## config.mk

```make
export PLATFORM = sky130hd
export DESIGN_NAME = intr_sequencer
export DESIGN_NICKNAME = d
export VERILOG_FILES = /design/src/rtl/intr_pkg.sv /design/src/rtl/irq_prio_enc.sv /design/src/rtl/intr_sequencer.sv
export SDC_FILE = /design/constraint.sdc
export NUM_CORES = 1
export LEC_CHECK = 0
export CORE_UTILIZATION = 44
export DETAILED_ROUTE_END_ITERATION = 10
export GPL_TIMING_DRIVEN = 0
export HOLD_SLACK_MARGIN = 0.08
export PLACE_DENSITY_LB_ADDON = 0.3
export SYNTH_ARGS = -nofsm -noshare
export SYNTH_HDL_FRONTEND = slang
export SYNTH_SLANG_ARGS = --single-unit
```

## constraint.sdc

```tcl
create_clock -name i_clk -period 2.87 [get_ports i_clk]
set_clock_uncertainty 0.1 [all_clocks]
set_input_delay 0.287 -clock i_clk [delete_from_list [all_inputs] [get_ports i_clk]]
set_output_delay 0.287 -clock i_clk [all_outputs]
set_load 0.1 [all_outputs]
```

## src/rtl/intr_pkg.sv

```systemverilog
// Shared types and constants for the interrupt entry/return sequencer.
// State encoding, cause width, RISC-V opcode constants and vector helpers.
package intr_pkg;

  localparam int CAUSE_W = 2;
  typedef logic [CAUSE_W-1:0] cause_t;

  typedef enum logic [2:0] {
    ST_IDLE,
    ST_WAIT_SAFE,
    ST_FLUSH,
    ST_REDIRECT,
    ST_IN_ISR,
    ST_RETURN
  } state_t;

  // Opcodes the decode stage uses to raise i_ex_is_ctrl / i_ex_mret.
  localparam logic [6:0]  OPC_BRANCH   = 7'b1100011;
  localparam logic [6:0]  OPC_JAL      = 7'b1101111;
  localparam logic [6:0]  OPC_JALR     = 7'b1100111;
  localparam logic [6:0]  OPC_SYSTEM   = 7'b1110011;
  localparam logic [11:0] FUNCT12_MRET = 12'h302;

  function automatic logic [31:0] vec_offset(input cause_t c);
    return {28'd0, c, 2'b00};
  endfunction

  function automatic logic [3:0] cause_onehot(input cause_t c);
    return 4'b0001 << c;
  endfunction

endpackage

```

## src/rtl/irq_prio_enc.sv

```systemverilog
// Lowest-index-wins priority encoder for the four interrupt lines.
// Purely combinational; vld is low when no line is set (idx then 0).
module irq_prio_enc
  import intr_pkg::*;
(
  input  logic [3:0] irq,
  output cause_t     idx,
  output logic       vld
);

  always_comb begin
    idx = '0;
    for (int i = 3; i >= 0; i--) begin
      if (irq[i]) idx = cause_t'(i);
    end
    vld = |irq;
  end

endmodule

```

## src/rtl/intr_sequencer.sv

```systemverilog
// Interrupt entry/return sequencer: waits for a safe EX slot, flushes, vectors, returns on MRET.
// All outputs registered (one cycle after state decision); stalls in WAIT_SAFE while EX is unsafe.
module intr_sequencer
  import intr_pkg::*;
#(
  parameter logic [31:0] VECTOR_BASE  = 32'h0000_0100,
  parameter int          FLUSH_CYCLES = 2
) (
  input  logic        i_clk,
  input  logic        i_reset,
  input  logic [3:0]  i_irq,
  input  logic        i_intr_en,
  input  logic        i_hazard_full,
  input  logic        i_ex_valid,
  input  logic        i_ex_is_ctrl,
  input  logic        i_ex_mret,
  input  logic [31:0] i_ex_pc,
  output logic        o_intr_en,
  output logic        o_flush,
  output logic        o_pc_redirect,
  output logic [31:0] o_pc_target,
  output logic [31:0] o_epc,
  output logic [3:0]  o_irq_ack,
  output logic        o_in_isr
);

  localparam logic [2:0] FLUSH_LAST = 3'(FLUSH_CYCLES - 1);

  state_t     state;
  cause_t     cause;
  logic [2:0] flush_cnt;
  cause_t     prio_idx;
  logic       prio_vld;
  logic       ex_safe;

  irq_prio_enc u_prio (
    .irq (i_irq),
    .idx (prio_idx),
    .vld (prio_vld)
  );

  assign ex_safe = i_ex_valid && !i_ex_is_ctrl && !i_hazard_full;

  // Outputs are set together with the next state, so each output reflects the state it belongs to.
  always_ff @(posedge i_clk or posedge i_reset) begin
    if (i_reset) begin
      state         <= ST_IDLE;
      cause         <= '0;
      flush_cnt     <= '0;
      o_epc         <= '0;
      o_intr_en     <= 1'b0;
      o_flush       <= 1'b0;
      o_pc_redirect <= 1'b0;
      o_pc_target   <= '0;
      o_irq_ack     <= '0;
      o_in_isr      <= 1'b0;
    end else begin
      o_intr_en     <= 1'b0;
      o_flush       <= 1'b0;
      o_pc_redirect <= 1'b0;
      o_pc_target   <= '0;
      o_irq_ack     <= '0;
      o_in_isr      <= 1'b0;
      case (state)
        ST_IDLE: begin
          if (i_intr_en && prio_vld) begin
            cause     <= prio_idx;
            state     <= ST_WAIT_SAFE;
            o_intr_en <= 1'b1;
          end
        end
        ST_WAIT_SAFE: begin
          // A withdrawn request or disabled interrupts abandon entry before anything is committed.
          if (!i_irq[cause] || !i_intr_en) begin
            state <= ST_IDLE;
          end else if (ex_safe) begin
            o_epc     <= i_ex_pc;
            flush_cnt <= '0;
            state     <= ST_FLUSH;
            o_flush   <= 1'b1;
            o_intr_en <= 1'b1;
          end else begin
            o_intr_en <= 1'b1;
          end
        end
        ST_FLUSH: begin
          if (flush_cnt == FLUSH_LAST) begin
            state         <= ST_REDIRECT;
            o_pc_redirect <= 1'b1;
            o_pc_target   <= VECTOR_BASE + vec_offset(cause);
            o_irq_ack     <= cause_onehot(cause);
            o_intr_en     <= 1'b1;
          end else begin
            flush_cnt <= flush_cnt + 3'd1;
            o_flush   <= 1'b1;
            o_intr_en <= 1'b1;
          end
        end
        ST_REDIRECT: begin
          state    <= ST_IN_ISR;
          o_in_isr <= 1'b1;
        end
        ST_IN_ISR: begin
          if (i_ex_valid && i_ex_mret) begin
            state         <= ST_RETURN;
            o_flush       <= 1'b1;
            o_pc_redirect <= 1'b1;
            o_pc_target   <= o_epc;
          end else begin
            o_in_isr <= 1'b1;
          end
        end
        ST_RETURN: state <= ST_IDLE;
        default:   state <= ST_IDLE;
      endcase
    end
  end

endmodule

```

==> results_dict.tcl <==
set metrics [dict create \
    route.detailed.drc 0 \
    finalSetupViolCount 0 \
    drt_iter0_drc 86 \
    design_area_um2 4650 \
    place_congestion 0.832 \
    pwr-share-clk_pct 16.3 \
    clk_path_buf_depth 2 \
    totalWireLength_um 6590 \
    status "complete, no violations" \
    synth.yosys.seq_area_share_pct 63.9 \
    ant_nets 0 \
    tightest_slew_ps 1010 \
    dieArea_um2 7460 \
    powerDensity_nw_per_um2 1190 \
    dieWidth_um 86.4 \
    path_delay_family "buffers and inverters" \
    fin_crit_ps 2270 \
    critPathSlowestCell "clkdlybuf4s50_1" \
    intPower_mw 2.76 \
    synth_area_um2 3130 \
    placed_area_um2 4420 \
    cts_setup_buffers 0 \
    place_worst_setup_slack_ps 482 \
    die_h_um 86.4 \
    path_cells "clkdlybuf4s50_1" \
    initial_core_util_pct 45.8 \
    cp_max_fo 3 \
    hold_violations 0 \
    endpoint_kind "output pin" \
    cp.arrival_ps 1880 \
    io_buffer_count 114 \
    htreeDepth 3 \
    synth-seq-cells 80 \
    rsz0062_at_grt "false" \
    rr_endpoint "o_epc[6]" \
    peakVddDrop_uv 1020 \
    syn_inst 214 \
    slew_headroom_pct 32.7 \
    ys.flop_type "dfrtp_1" \
    leakage_nw 2.20 \
    grt_first_pass_wirelength_um 10400 \
    ff2ff_path_depth 6 \
    syn_avg_cell_area_um2 14.6 \
    setup_ws_ps 601 \
    io_pins 115 \
    gr-total-overflow 0 \
    fillers 508 \
    r2r_start "cause[1]" \
    synthArstFlopShare_pct 100 \
    synth_area_leaders "dfrtp_1 64%, mux2_4 12%, and2_1 6.0%" \
    cts_made_buffers 9 \
    num_rows 30 \
    netSwitchingPower_mw 2.79 \
    slew_violations 0 \
    stdcell_count 441 \
    avgViaCountPerCell 4.78 \
    vias 2108 \
    reg2reg_slack_ps 790 \
    worst-path-buf-inv 1 \
    coreArea_um2 6830 \
    cts_resized 0 \
    fin_nets 385 \
    syn-num-nets 259 \
    grt_util_met3_pct 3.81 \
    critical_path.startpoint_type "flop" \
    yosys.area.top_type_share_pct 63.9 \
    clkTransAtPathRegs_ps 80 \
    synth_top_area_cell "dfrtp_1" \
    yosys_warnings 0 \
    busiest_layer "met2" \
    gr-usage-met2_pct 31.7 \
    area_growth_pct 48.3 \
    tritoncts "done" \
    cts_num_sinks 80 \
    ys_types 35 \
    dp_cells 425 \
    cts_hold_buf 0 \
    grt_start_max_net_pins 63 \
    drv_cap 0 \
    layout-drive-gt1-share_pct 17.7 \
    grt_antenna_before_repair 0 \
    max_stage_delay_ps 1160 \
    finalCritPeriodShare_pct 79.1 \
    clk_latency_ps 330 \
    sequentialPowerShare_pct 29.3 \
    setup-tns-final_ps 0 \
    grt_pass1_vias 2080 \
    firstDrtPassIters 4 \
    num_antenna_cells 0 \
    cts_root_buf "clkbuf_8" \
    wl_per_cell_um 14.9 \
    dp_hpwl_um 4720 \
    switching_share_pct 50.2 \
    crit_type "reg -> out" \
    max_freq_ghz 0.441 \
    worstHoldPathType "in -> async" \
    worstPathRequired_ps 2480 \
    grt_usage_pct 18.7 \
    combinationalPowerShare_pct 54.4 \
    final_util_pct 68.0 \
    grt_util_met1_pct 22.6 \
    synth_edf_count 0 \
]
-- cell type report --
class | instances | area, um^2 | share of cell area [%]
inverter | 3 | 13.8 | 0.296
multi-input combinational | 120 | 1030 | 22.1
clock inverter | 4 | 77.6 | 1.67
sequential | 80 | 2000 | 43.1
clock buffer | 12 | 145 | 3.12
tap | 96 | 120 | 2.59
timing repair buffer | 115 | 1170 | 25.2
buffer | 11 | 92.6 | 1.99
-- logic make-up after synthesis --
group,share of synthesized area [%]
flip-flops,63.9
AND/OR/NAND/NOR,12.4
multiplexers,16.0
AO/OA/AOI/OAI,3.56
adder cells (fa/ha/maj),0.799
buffers and inverters,3.32
-- per-stage QoR --
step | hold WS, ps | power, mW
floorplan | 336 | 3.95
global placement | 378 | 4.62
detailed placement | 389 | 4.67
CTS | 138 | 5.58
global route | 155 | 5.73
finish | 148 | 5.55
-- how the worst max path moves through the flow --
stage	from	end	slack, ps	cells past startpoint
2_1_floorplan	i_reset	cause[0]	430	1
3_3_place_gp	i_reset	cause[0]	-780	2
3_5_place_dp	i_intr_en	o_epc[0]	480	7
4_1_cts	o_epc[8]	o_epc[8]	570	1
5_1_grt	o_epc[8]	o_epc[8]	540	1
6_report	o_epc[8]	o_epc[8]	600	1
-- power by group through the flow --
stage / clock network, mW / logic [mW] / registers [mW]
after floorplan: 0 / 0.538 / 3.42
after global placement: 0 / 3.00 / 1.62
after detailed placement: 0 / 3.03 / 1.64
after CTS: 0.923 / 3.03 / 1.62
after global routing: 0.967 / 3.10 / 1.66
final: 0.903 / 3.02 / 1.62
-- metal layers --
layer / up-vias / routed length (um) / part of all wire (%)
li1: 973 / - / -
met1: 1056 / 2810 / 43
met2: 71 / 3350 / 51
met3: 8 / 332 / 5.0
met4: 0 / 96 / 1.5
met5: - / 0 / 0
-- sequential cells by signal (all words and copies together) (netlist names) --
register / flops
state: 3
o_pc_target: 32
o_in_isr: 1
flush_cnt: 3
cause: 2
o_flush: 1
o_pc_redirect: 1
o_irq_ack: 4
o_epc: 32
o_intr_en: 1
-- cell usage in the layout, fill, tap and decap left out, drive strengths merged, types with 2 or more instances in the layout --
cell and instances:
a21oi 3, a31o 2, and2 30, and3 2
buf 6, bufinv 2, clkbuf 18, clkdlybuf4s50 114
clkinv 2, dfrtp 80, ha 2, inv 3
mux2 35, nand2 9, nand2b 3, nand3 2
nand3b 3, nor2 7, nor3 2, nor3b 3
o21ai 3
-- synthesized netlist by cell type, drive strengths merged (2+ instances only) --
master	instances
nor3b	3
dfrtp	80
a31o	2
clkbuf	6
inv	3
o21ai	3
and3	2
nand2b	3
mux2	35
nand3b	3
a21oi	3
nand2	9
nor2	7
and2	30
nor3	2
ha	2
buf	5
nand3	2
No activity file was read; power rests on OpenSTA's default activity.
